**src/rtl/input_event_arbiter.sv**
```systemverilog
// input_event_arbiter: debounces N_CH synchronized inputs and drains qualified level changes round-robin
// through a valid/ready port. Define INPUT_EVT_TIMESTAMP_EN to add a free-running timestamp and evt_time.

module input_event_arbiter_ch #(
  parameter int DB_W   = 4,
  parameter int DB_CNT = 8
`ifdef INPUT_EVT_TIMESTAMP_EN
  , parameter int TS_W = 16
`endif
) (
  input  logic            clk,
  input  logic            reset,
  input  logic            i_sync,
  input  logic            i_enable,
  input  logic            i_grant,
  input  logic            i_ovf_clr,
`ifdef INPUT_EVT_TIMESTAMP_EN
  input  logic [TS_W-1:0] i_ts,
  output logic [TS_W-1:0] o_pend_time,
`endif
  output logic            o_pending,
  output logic            o_pend_level,
  output logic            o_overflow
);
  localparam logic [DB_W-1:0] LP_LAST = DB_W'(DB_CNT - 1);

  logic [DB_W-1:0] r_cnt;
  logic            r_stable;
  logic            r_pending;
  logic            r_level;
  logic            r_ovf;
  logic            w_diff;
  logic            w_qual;
  logic            w_ovf_set;

  assign w_diff    = i_sync ^ r_stable;
  assign w_qual    = i_enable & w_diff & (r_cnt == LP_LAST);
  // A grant in the same cycle consumes the old event, so a re-qualification then is not an overflow.
  assign w_ovf_set = w_qual & r_pending & ~i_grant;

  always_ff @(posedge clk or negedge reset) begin
    if (!reset) begin
      r_cnt     <= '0;
      r_stable  <= 1'b0;
      r_pending <= 1'b0;
      r_level   <= 1'b0;
    end else if (!i_enable) begin
      r_cnt     <= '0;
      r_stable  <= i_sync;
      r_pending <= 1'b0;
    end else begin
      if (!w_diff) begin
        r_cnt <= '0;
      end else if (w_qual) begin
        r_cnt    <= '0;
        r_stable <= i_sync;
      end else begin
        r_cnt <= r_cnt + 1'b1;
      end
      if (w_qual) begin
        r_pending <= 1'b1;
        r_level   <= i_sync;
      end else if (i_grant) begin
        r_pending <= 1'b0;
      end
    end
  end

  always_ff @(posedge clk or negedge reset) begin
    if (!reset) r_ovf <= 1'b0;
    else        r_ovf <= w_ovf_set | (r_ovf & ~i_ovf_clr);
  end

`ifdef INPUT_EVT_TIMESTAMP_EN
  logic [TS_W-1:0] r_time;
  always_ff @(posedge clk or negedge reset) begin
    if (!reset)      r_time <= '0;
    else if (w_qual) r_time <= i_ts;
  end
  assign o_pend_time = r_time;
`endif

  assign o_pending    = r_pending;
  assign o_pend_level = r_level;
  assign o_overflow   = r_ovf;
endmodule

module input_event_arbiter #(
  parameter  int N_CH   = 4,
  parameter  int DB_W   = 4,
  parameter  int DB_CNT = 8,
  parameter  int TS_W   = 16,
  localparam int CH_W   = (N_CH > 1) ? $clog2(N_CH) : 1
) (
  input  logic            clk,
  input  logic            reset,
  input  logic [N_CH-1:0] sync_in,
  input  logic [N_CH-1:0] ch_enable,
  output logic            evt_valid,
  input  logic            evt_ready,
  output logic [CH_W-1:0] evt_ch,
  output logic            evt_level,
`ifdef INPUT_EVT_TIMESTAMP_EN
  output logic [TS_W-1:0] evt_time,
`endif
  output logic [N_CH-1:0] overflow,
  input  logic [N_CH-1:0] ovf_clr
);
  localparam logic [CH_W-1:0] LP_LAST_CH = CH_W'(N_CH - 1);

  typedef struct packed {
    logic [CH_W-1:0] ch;
    logic            level;
`ifdef INPUT_EVT_TIMESTAMP_EN
    logic [TS_W-1:0] ts;
`endif
  } evt_t;

  if (N_CH < 2 || N_CH > 16 || DB_CNT < 1 || DB_CNT > (1 << DB_W) - 1 || TS_W < 1) begin : g_bad_param
    $error("input_event_arbiter: parameter out of range");
  end

  logic [N_CH-1:0] w_pending;
  logic [N_CH-1:0] w_pend_level;
  logic [N_CH-1:0] w_grant;
  logic [N_CH-1:0] w_overflow;
  logic [CH_W-1:0] r_rr;
  logic [CH_W-1:0] w_win;
  logic [CH_W-1:0] w_idx;
  logic            w_found;
  logic            w_load;
  logic            r_valid;
  evt_t            r_evt;

`ifdef INPUT_EVT_TIMESTAMP_EN
  logic [N_CH-1:0][TS_W-1:0] w_pend_time;
  logic [TS_W-1:0]           r_ts;

  always_ff @(posedge clk or negedge reset) begin
    if (!reset) r_ts <= '0;
    else        r_ts <= r_ts + 1'b1;
  end
`endif

  for (genvar g = 0; g < N_CH; g++) begin : g_ch
    input_event_arbiter_ch #(
      .DB_W   (DB_W),
      .DB_CNT (DB_CNT)
`ifdef INPUT_EVT_TIMESTAMP_EN
      , .TS_W (TS_W)
`endif
    ) u_ch (
      .clk          (clk),
      .reset        (reset),
      .i_sync       (sync_in[g]),
      .i_enable     (ch_enable[g]),
      .i_grant      (w_grant[g]),
      .i_ovf_clr    (ovf_clr[g]),
`ifdef INPUT_EVT_TIMESTAMP_EN
      .i_ts         (r_ts),
      .o_pend_time  (w_pend_time[g]),
`endif
      .o_pending    (w_pending[g]),
      .o_pend_level (w_pend_level[g]),
      .o_overflow   (w_overflow[g])
    );
  end

  // First pending channel at or above r_rr, wrapping at N_CH.
  always_comb begin
    w_found = 1'b0;
    w_win   = '0;
    w_idx   = r_rr;
    for (int k = 0; k < N_CH; k++) begin
      if (!w_found && w_pending[w_idx]) begin
        w_found = 1'b1;
        w_win   = w_idx;
      end
      w_idx = (w_idx == LP_LAST_CH) ? '0 : w_idx + 1'b1;
    end
  end

  assign w_load = ~r_valid | evt_ready;

  always_comb begin
    w_grant = '0;
    if (w_load && w_found) w_grant[w_win] = 1'b1;
  end

  always_ff @(posedge clk or negedge reset) begin
    if (!reset) begin
      r_valid <= 1'b0;
      r_evt   <= '0;
      r_rr    <= '0;
    end else if (w_load) begin
      r_valid <= w_found;
      if (w_found) begin
        r_evt.ch    <= w_win;
        r_evt.level <= w_pend_level[w_win];
`ifdef INPUT_EVT_TIMESTAMP_EN
        r_evt.ts    <= w_pend_time[w_win];
`endif
        r_rr        <= (w_win == LP_LAST_CH) ? '0 : w_win + 1'b1;
      end
    end
  end

  assign evt_valid = r_valid;
  assign evt_ch    = r_evt.ch;
  assign evt_level = r_evt.level;
`ifdef INPUT_EVT_TIMESTAMP_EN
  assign evt_time  = r_evt.ts;
`endif
  assign overflow  = w_overflow;
endmodule

```
**config.mk**
```make
export PLATFORM = sky130hd
export DESIGN_NAME = input_event_arbiter
export DESIGN_NICKNAME = d
export VERILOG_FILES = /design/src/rtl/input_event_arbiter.sv
export SDC_FILE = /design/constraint.sdc
export NUM_CORES = 1
export LEC_CHECK = 0
export ABC_AREA = 1
export CAP_MARGIN = 20
export CORE_UTILIZATION = 50
export CTS_BUF_LIST = sky130_fd_sc_hd__clkbuf_16
export CTS_CLUSTER_DIAMETER = 120
export DETAILED_ROUTE_END_ITERATION = 12
export PLACE_DENSITY = 0.71
export SLEW_MARGIN = 10
export SYNTH_ARGS = -nofsm -noshare
export SYNTH_HDL_FRONTEND = slang
export SYNTH_SLANG_ARGS = --single-unit
```
**constraint.sdc**
```tcl
create_clock -name clk -period 6.25 [get_ports clk]
set_clock_uncertainty 0.15 [all_clocks]
set_input_delay 1.875 -clock clk [delete_from_list [all_inputs] [get_ports clk]]
set_output_delay 1.875 -clock clk [all_outputs]
set_load 0.05 [all_outputs]
```
==> out/metrics.yaml, run 1 <==
place_ws_ns: 2.66
peakVddDrop_mv: 0.227
worst_pin_slew_ns: 0.819
status: "finished clean"
synth_edf_count: 0
grt_pass1_wl_mm: 6.62
place_congestion: 0.865
p_clk_share_pct: 21.1
power.leakage_uw: 0.00128
die_area_um2: 4540
drv_cap: 0
globalRouteTotalUtil_pct: 19.7
num_rows: 23
synth_area_um2: 2140
regToRegStartpoint: "r_rr[0]"
relSlewSlack_pct: 45.4
wl_mm: 3.53
tritoncts: "built"
antenna_cells: 0
cts.path.max_buffers: 2
vias: 1546
synth_seq_area_share_pct: 44.5
antenna_found_initial: 0
critical_path_cell_count: 1
finalCriticalPeriod_ns: 3.46
clk_latency_ns: 0.27
rr_worst_depth: 13
fin_ws_ns: 2.79
yosys.area.top_type: "dfrtp_1"
clkTransAtPathRegs_ns: 0.05
grt_pass1_vias: 1530
syn-num-nets: 275
p_seq_share_pct: 27.8
layout-drive-gt1-share_pct: 16.7
dpl-instance-area_um2: 2370
cp.arrival_ns: 1.43
area.growth.synth_to_final_pct: 17.4
cp_num_buf_inv: 1
yosys-top-cells-area: "dfrtp_1 (44%), nand2_1 (11%), nor2_1 (5.4%)"
hpwl_mm: 2.70
drtAntennaViolNets: 0
critPathKind: "flip-flop to primary output"
synthArstFlopShare_pct: 100
endpoint: "evt_ch[0]"
first_pass_iters: 4
switching_share_pct: 43.7
htreeDepth: 2
multiInputGateArea_um2: 1020
cts_setup_buffers: 0
port_buffers: 22
detail_route.wl_per_cell_um: 10.9
core_um2: 4060
crit-reg2reg-capture: "g_ch[2].u_ch.o_pending"
cts-root-buf: "clkbuf_16"
synth_top_area_share_pct: 44.5
initial_utilization_pct: 52.7
startpoint: "evt_ch[0]"
start_kind: "flip-flop"
fill_cells: 342
crit_chain: "clkdlybuf4s50_1"
cts_buffers: 5
io_pins: 23
grt_max_degree: 39
drc_errors: 0
slowest_delay_ns: 0.81
min_period_over_period_pct: 55.3
finalHoldViolations: 0
reg2reg_slack_ns: 3.67
drtIter0Drc: 69
seq_area_um2: 951
setup_tns_ns: 0
finalInstanceArea_um2: 2510
total_power_uw: 1090
ys_seq_elements: 38
cts_hold_buf: 0
drv_slew: 0
die_h_um: 67.4
cpLargestDelayFamily: "buffers and inverters"
p_sw_uw: 476
power.density_nw_per_um2: 434
cts_resized: 0
dp_cells: 318
max_freq_mhz: 289
synthFlopType: "dfrtp_1"
crit_path_end_kind: "primary output"
postSynthCellCount: 251
dieWidth_um: 67.4
setup_viol: 0
cts_sinks: 38
cp.required_ns: 4.22
rsz0062_at_grt: "no"
crit_slowest_cell: "clkdlybuf4s50_1"
gr-total-overflow: 0
layoutNonFillerInstCount: 325
vias_per_cell: 4.76
final_nets: 299
syn_avg_cell_area_um2: 8.51
hp-class: "flip-flop to flip-flop"
path_max_fanout: 2
synth_cell_types: 27
p_int_uw: 612
ys_warn_count: 0
pwr-share-comb_pct: 51.1
[flip-flops by register name, indices dropped and copies added (netlist names)]
register / count
g_ch.u_ch.r_stable: 4
g_ch.u_ch.o_pending: 4
g_ch.u_ch.o_overflow: 4
g_ch.u_ch.o_pend_level: 4
evt_level: 1
evt_ch: 2
g_ch.u_ch.r_cnt: 16
r_rr: 2
evt_valid: 1
[layout by cell type, fill, tap and decap left out]
master           netlist  routed
nand3_2                3       3
nand4_1                1       1
xor2_1                 8       8
nor2_1                31      31
inv_4                  1       1
nand2_1               64      64
dfrtp_1               38      38
o21ai_0                9       9
o21a_1                 1       1
inv_6                  1       1
ha_1                   9       9
inv_1                 28      28
nor2_2                 1       1
nor2_8                 1       1
a21oi_1                1       1
mux2_2                 4       4
nor2_4                 1       1
buf_2                  0       1
nand2_4                6       6
nand4_4                1       1
clkbuf_16              0       5
o21ai_1                1       1
clkdlybuf4s50_1        0      21
o21ai_2                4       4
clkinv_2               0       2
nand2_2               12      12
nand4_2                1       1
inv_2                  2       2
nand3_1               17      17
[kinds of logic after synthesis]
| kind of cell | after synthesis | share of synthesized area [%] |
|---|---|---|
| adders and majority gates | 9 | 5.27 |
| buffers and inverters | 37 | 7.90 |
| DFF | 38 | 44.5 |
| muxes | 4 | 2.11 |
| xor gates and xnor gates | 8 | 3.28 |
| and+or+nand+nor | 139 | 32.4 |
| AOI/OAI and AO/OA | 16 | 4.57 |
[cell type report]
cell class / count / area share (%)
sequential: 38 / 37.9
tap: 50 / 2.49
clock buffer: 5 / 4.99
multi-input combinational: 176 / 40.5
timing repair buffer: 22 / 8.58
clock inverter: 2 / 0.399
inverter: 32 / 5.09
[metal layers]
metal  wire, um  vias to the layer above  part of all wire [%]  global-route usage (%)
li1           -                      820                     -                       -
met1       1730                      706                    49                    25.6
met2       1670                       18                    47                    32.0
met3        100                        2                   2.8                    5.07
met4         26                        0                  0.74                    6.38
met5          0                        -                     0                       0
[how the worst min path moves through the flow]
stage	startpoint	to	slack, ns	depth (start not counted)
2_1_floorplan	g_ch[0].u_ch.r_cnt[0]	g_ch[0].u_ch.r_cnt[0]	0.28	1
3_3_place_gp	g_ch[1].u_ch.r_cnt[0]	g_ch[1].u_ch.r_cnt[0]	0.30	1
3_5_place_dp	g_ch[2].u_ch.r_cnt[0]	g_ch[2].u_ch.r_cnt[0]	0.30	1
4_1_cts	g_ch[1].u_ch.r_cnt[0]	g_ch[1].u_ch.r_cnt[0]	0.31	1
5_1_grt	g_ch[1].u_ch.r_cnt[0]	g_ch[1].u_ch.r_cnt[0]	0.32	1
6_report	g_ch[1].u_ch.r_cnt[0]	g_ch[1].u_ch.r_cnt[0]	0.31	1
[synthesized netlist by cell type (2+ instances only)]
cell type / n
xor2_1: 8
inv_1: 28
o21ai_2: 4
nand3_1: 17
ha_1: 9
inv_2: 2
dfrtp_1: 38
nand2_1: 64
buf_4: 4
nand3_2: 3
o21ai_0: 9
nand2_2: 12
nor2_1: 31
nand2_4: 6
mux2_2: 4
[metrics by stage]
step	hold WS (ns)	util [%]
global placement	0.297	58.5
global route	0.324	61.8
CTS	0.308	61.8
detailed placement	0.299	58.5
finish	0.308	61.8
floorplan	0.280	-
[power groups by stage]
stage / clock network (uW) / registers [uW] / logic [uW]
2_1_floorplan: 0 / 335 / 429
3_3_place_gp: 0 / 307 / 550
3_5_place_dp: 0 / 308 / 558
4_1_cts: 238 / 303 / 562
5_1_grt: 247 / 308 / 622
6_report: 229 / 303 / 555
Note: power is estimated with default switching activity, not from simulation.
==> run 2: changes to the inputs <==
Settings changed: PLACE_DENSITY 0.71 to 0.74.
Clock period 6.25 ns to 2.78 ns, I/O delays scaled along.
==> run 2 against run 1 <==
Cell count is 0.92% higher. Critical endpoint is now evt_level. Register-to-register slack lost 3.3 ns. Routed wire length increased by 8.3%. Largest power group unchanged. Combinational power rose by 140%.
==> out/metrics.yaml, run 2 (same netlist as run 1, synthesis figures left out) <==
status: "finished clean"
htreeDepth: 2  # unchanged
initial_utilization_pct: 52.7  # unchanged
area.growth.synth_to_final_pct: 18.2
pwr-share-comb_pct: 52.4  # +1.3 points
grt_max_degree: 39  # unchanged
max_freq_mhz: 410
p_clk_share_pct: 21.1  # about the same
setup_viol: 0  # unchanged
cts-root-buf: "clkbuf_16"
vias_per_cell: 4.96  # +4.2%
finalHoldViolations: 0  # unchanged
crit_chain: "clkdlybuf4s50_1"
cts_hold_buf: 0  # unchanged
die_area_um2: 4540  # unchanged
postLayoutCoreUtil_pct: 62.3  # +0.43 points
cts_setup_buffers: 0  # unchanged
clk_latency_ns: 0.28  # about the same
clkTransAtPathRegs_ns: 0.05  # about the same
min_period_over_period_pct: 87.7
drtIter0Drc: 104  # +51%
io_pins: 23  # unchanged
final_cell_mix: "nand2_1 (64), dfrtp_1 (38), nor2_1 (31), inv_1 (29), clkdlybuf4s50_1 (21)"
vias: 1626  # +5.2%
relSlewSlack_pct: 66.9  # +21 points
cp_num_buf_inv: 1  # unchanged
drv_slew: 0  # unchanged
grt_pass1_vias: 1558  # +1.8%
drc_errors: 0  # unchanged
globalRouteTotalUtil_pct: 20.4  # +0.68 points
first_pass_iters: 4  # unchanged
cp.required_ns: 1.80  # -2.42 ns
p_int_uw: 1390  # +130%
power.leakage_uw: 0.00129  # +0.99%
wl_mm: 3.82  # +8.3%
num_rows: 23  # unchanged
tritoncts: "built"
drtAntennaViolNets: 0  # unchanged
worst_pin_slew_ns: 0.495  # -0.324 ns
setup_tns_ns: 0  # unchanged
critPathKind: "flip-flop to primary output"
gr-total-overflow: 0  # unchanged
cts.path.max_buffers: 2  # unchanged
port_buffers: 22  # unchanged
cts_buffers: 5  # unchanged
finalCriticalPeriod_ns: 2.44
largest_reg_flops: 16  # unchanged
cts_sinks: 38  # unchanged
drv_cap: 0  # unchanged
switching_share_pct: 44.6  # +0.84 points
hp-class: "flip-flop to flip-flop"
rsz0062_at_grt: "no"
regMostFlops: "g_ch.u_ch.r_cnt"
layout_commonest_cell: "nand2_1"
hpwl_mm: 2.82  # +4.6%
slowest_delay_ns: 0.81  # about the same
fill_cells: 350  # +2.3%
cpLargestDelayFamily: "buffers and inverters"
cts_resized: 0  # unchanged
layout-drive-gt1-share_pct: 16.9  # +0.18 points
grt_pass1_wl_mm: 6.76  # +2.2%
antenna_cells: 0  # unchanged
power.density_nw_per_um2: 990  # +130%
dieWidth_um: 67.4  # unchanged
crit_path_end_kind: "primary output"
die_h_um: 67.4  # unchanged
cp.arrival_ns: 1.46  # +0.03 ns
start_kind: "flip-flop"
peakVddDrop_mv: 0.458  # +100%
place_congestion: 0.909  # +5.1%
crit_slowest_cell: "clkdlybuf4s50_1"
antenna_found_initial: 0  # unchanged
core_um2: 4060  # unchanged
p_sw_uw: 1120  # +130%
path_max_fanout: 2  # unchanged
p_seq_share_pct: 26.5  # -1.3 points
final_nets: 301  # +0.67%
detail_route.wl_per_cell_um: 11.6  # +7.3%
==> run 2: changes by cell type in the layout (fill, tap and decap cells not counted), sizes merged <==
cell and change:
inv +1, buf +2
==> run 2: layout make-up <==
type,instances,area (um^2),area share [%]
Sequential cell,38,951,37.6
Timing Repair Buffer,24,230,9.11
Inverter,32,128,5.05
Clock inverter,3,12.5,0.495
Multi-Input combinational cell,176,1020,40.3
Tap cell,50,62.6,2.48
Clock buffer,5,125,4.95
==> run 2: worst paths after layout <==
check                                                to                  start  depth (start not counted)  slack (ns)
worst max-delay path                          evt_level              evt_level                          1        0.34
worst min-delay path              g_ch[0].u_ch.r_cnt[0]  g_ch[0].u_ch.r_cnt[0]                          1        0.31
worst max register to register  g_ch[2].u_ch.o_overflow                r_rr[1]                         13        0.34
worst min register to register    g_ch[0].u_ch.r_cnt[0]  g_ch[0].u_ch.r_cnt[0]                          1        0.31
max in group asynchronous                     evt_valid                  reset                          2        1.69
min in group asynchronous         g_ch[0].u_ch.r_cnt[0]                  reset                          2        0.45
==> run 2: power groups by stage <==
stage	Combinational, uW	Sequential [uW]	Clock [uW]
after global routing	1450	670	573
after detailed placement	1300	671	0
after floorplan	965	752	0
after CTS	1310	662	542
final	1310	662	528
after global placement	1280	668	0
==> run 2: per-layer routing <==
metal / share of wire [%] / up-vias / track usage, %
li1: - / 826 / -
met1: 46 / 758 / 25.6
met2: 48 / 35 / 32.3
met3: 3.5 / 7 / 5.57
met4: 2.4 / 0 / 9.84
met5: 0 / - / 0
==> run 2: per-stage QoR <==
| stage | total power [uW] | hold slack, ns | instances | worst slack [ns] | cell area, um^2 |
|---|---|---|---|---|---|
| after floorplan | 1720 | 0.280 | 251 | 0.605 | 2140 |
| after global placement | 1950 | 0.296 | 320 | 0.247 | 2390 |
| after detailed placement | 1970 | 0.302 | 320 | 0.223 | 2390 |
| after CTS | 2510 | 0.310 | 328 | 0.329 | 2530 |
| after global routing | 2690 | 0.325 | 328 | 0.130 | 2530 |
| final | 2500 | 0.306 | 328 | 0.341 | 2530 |
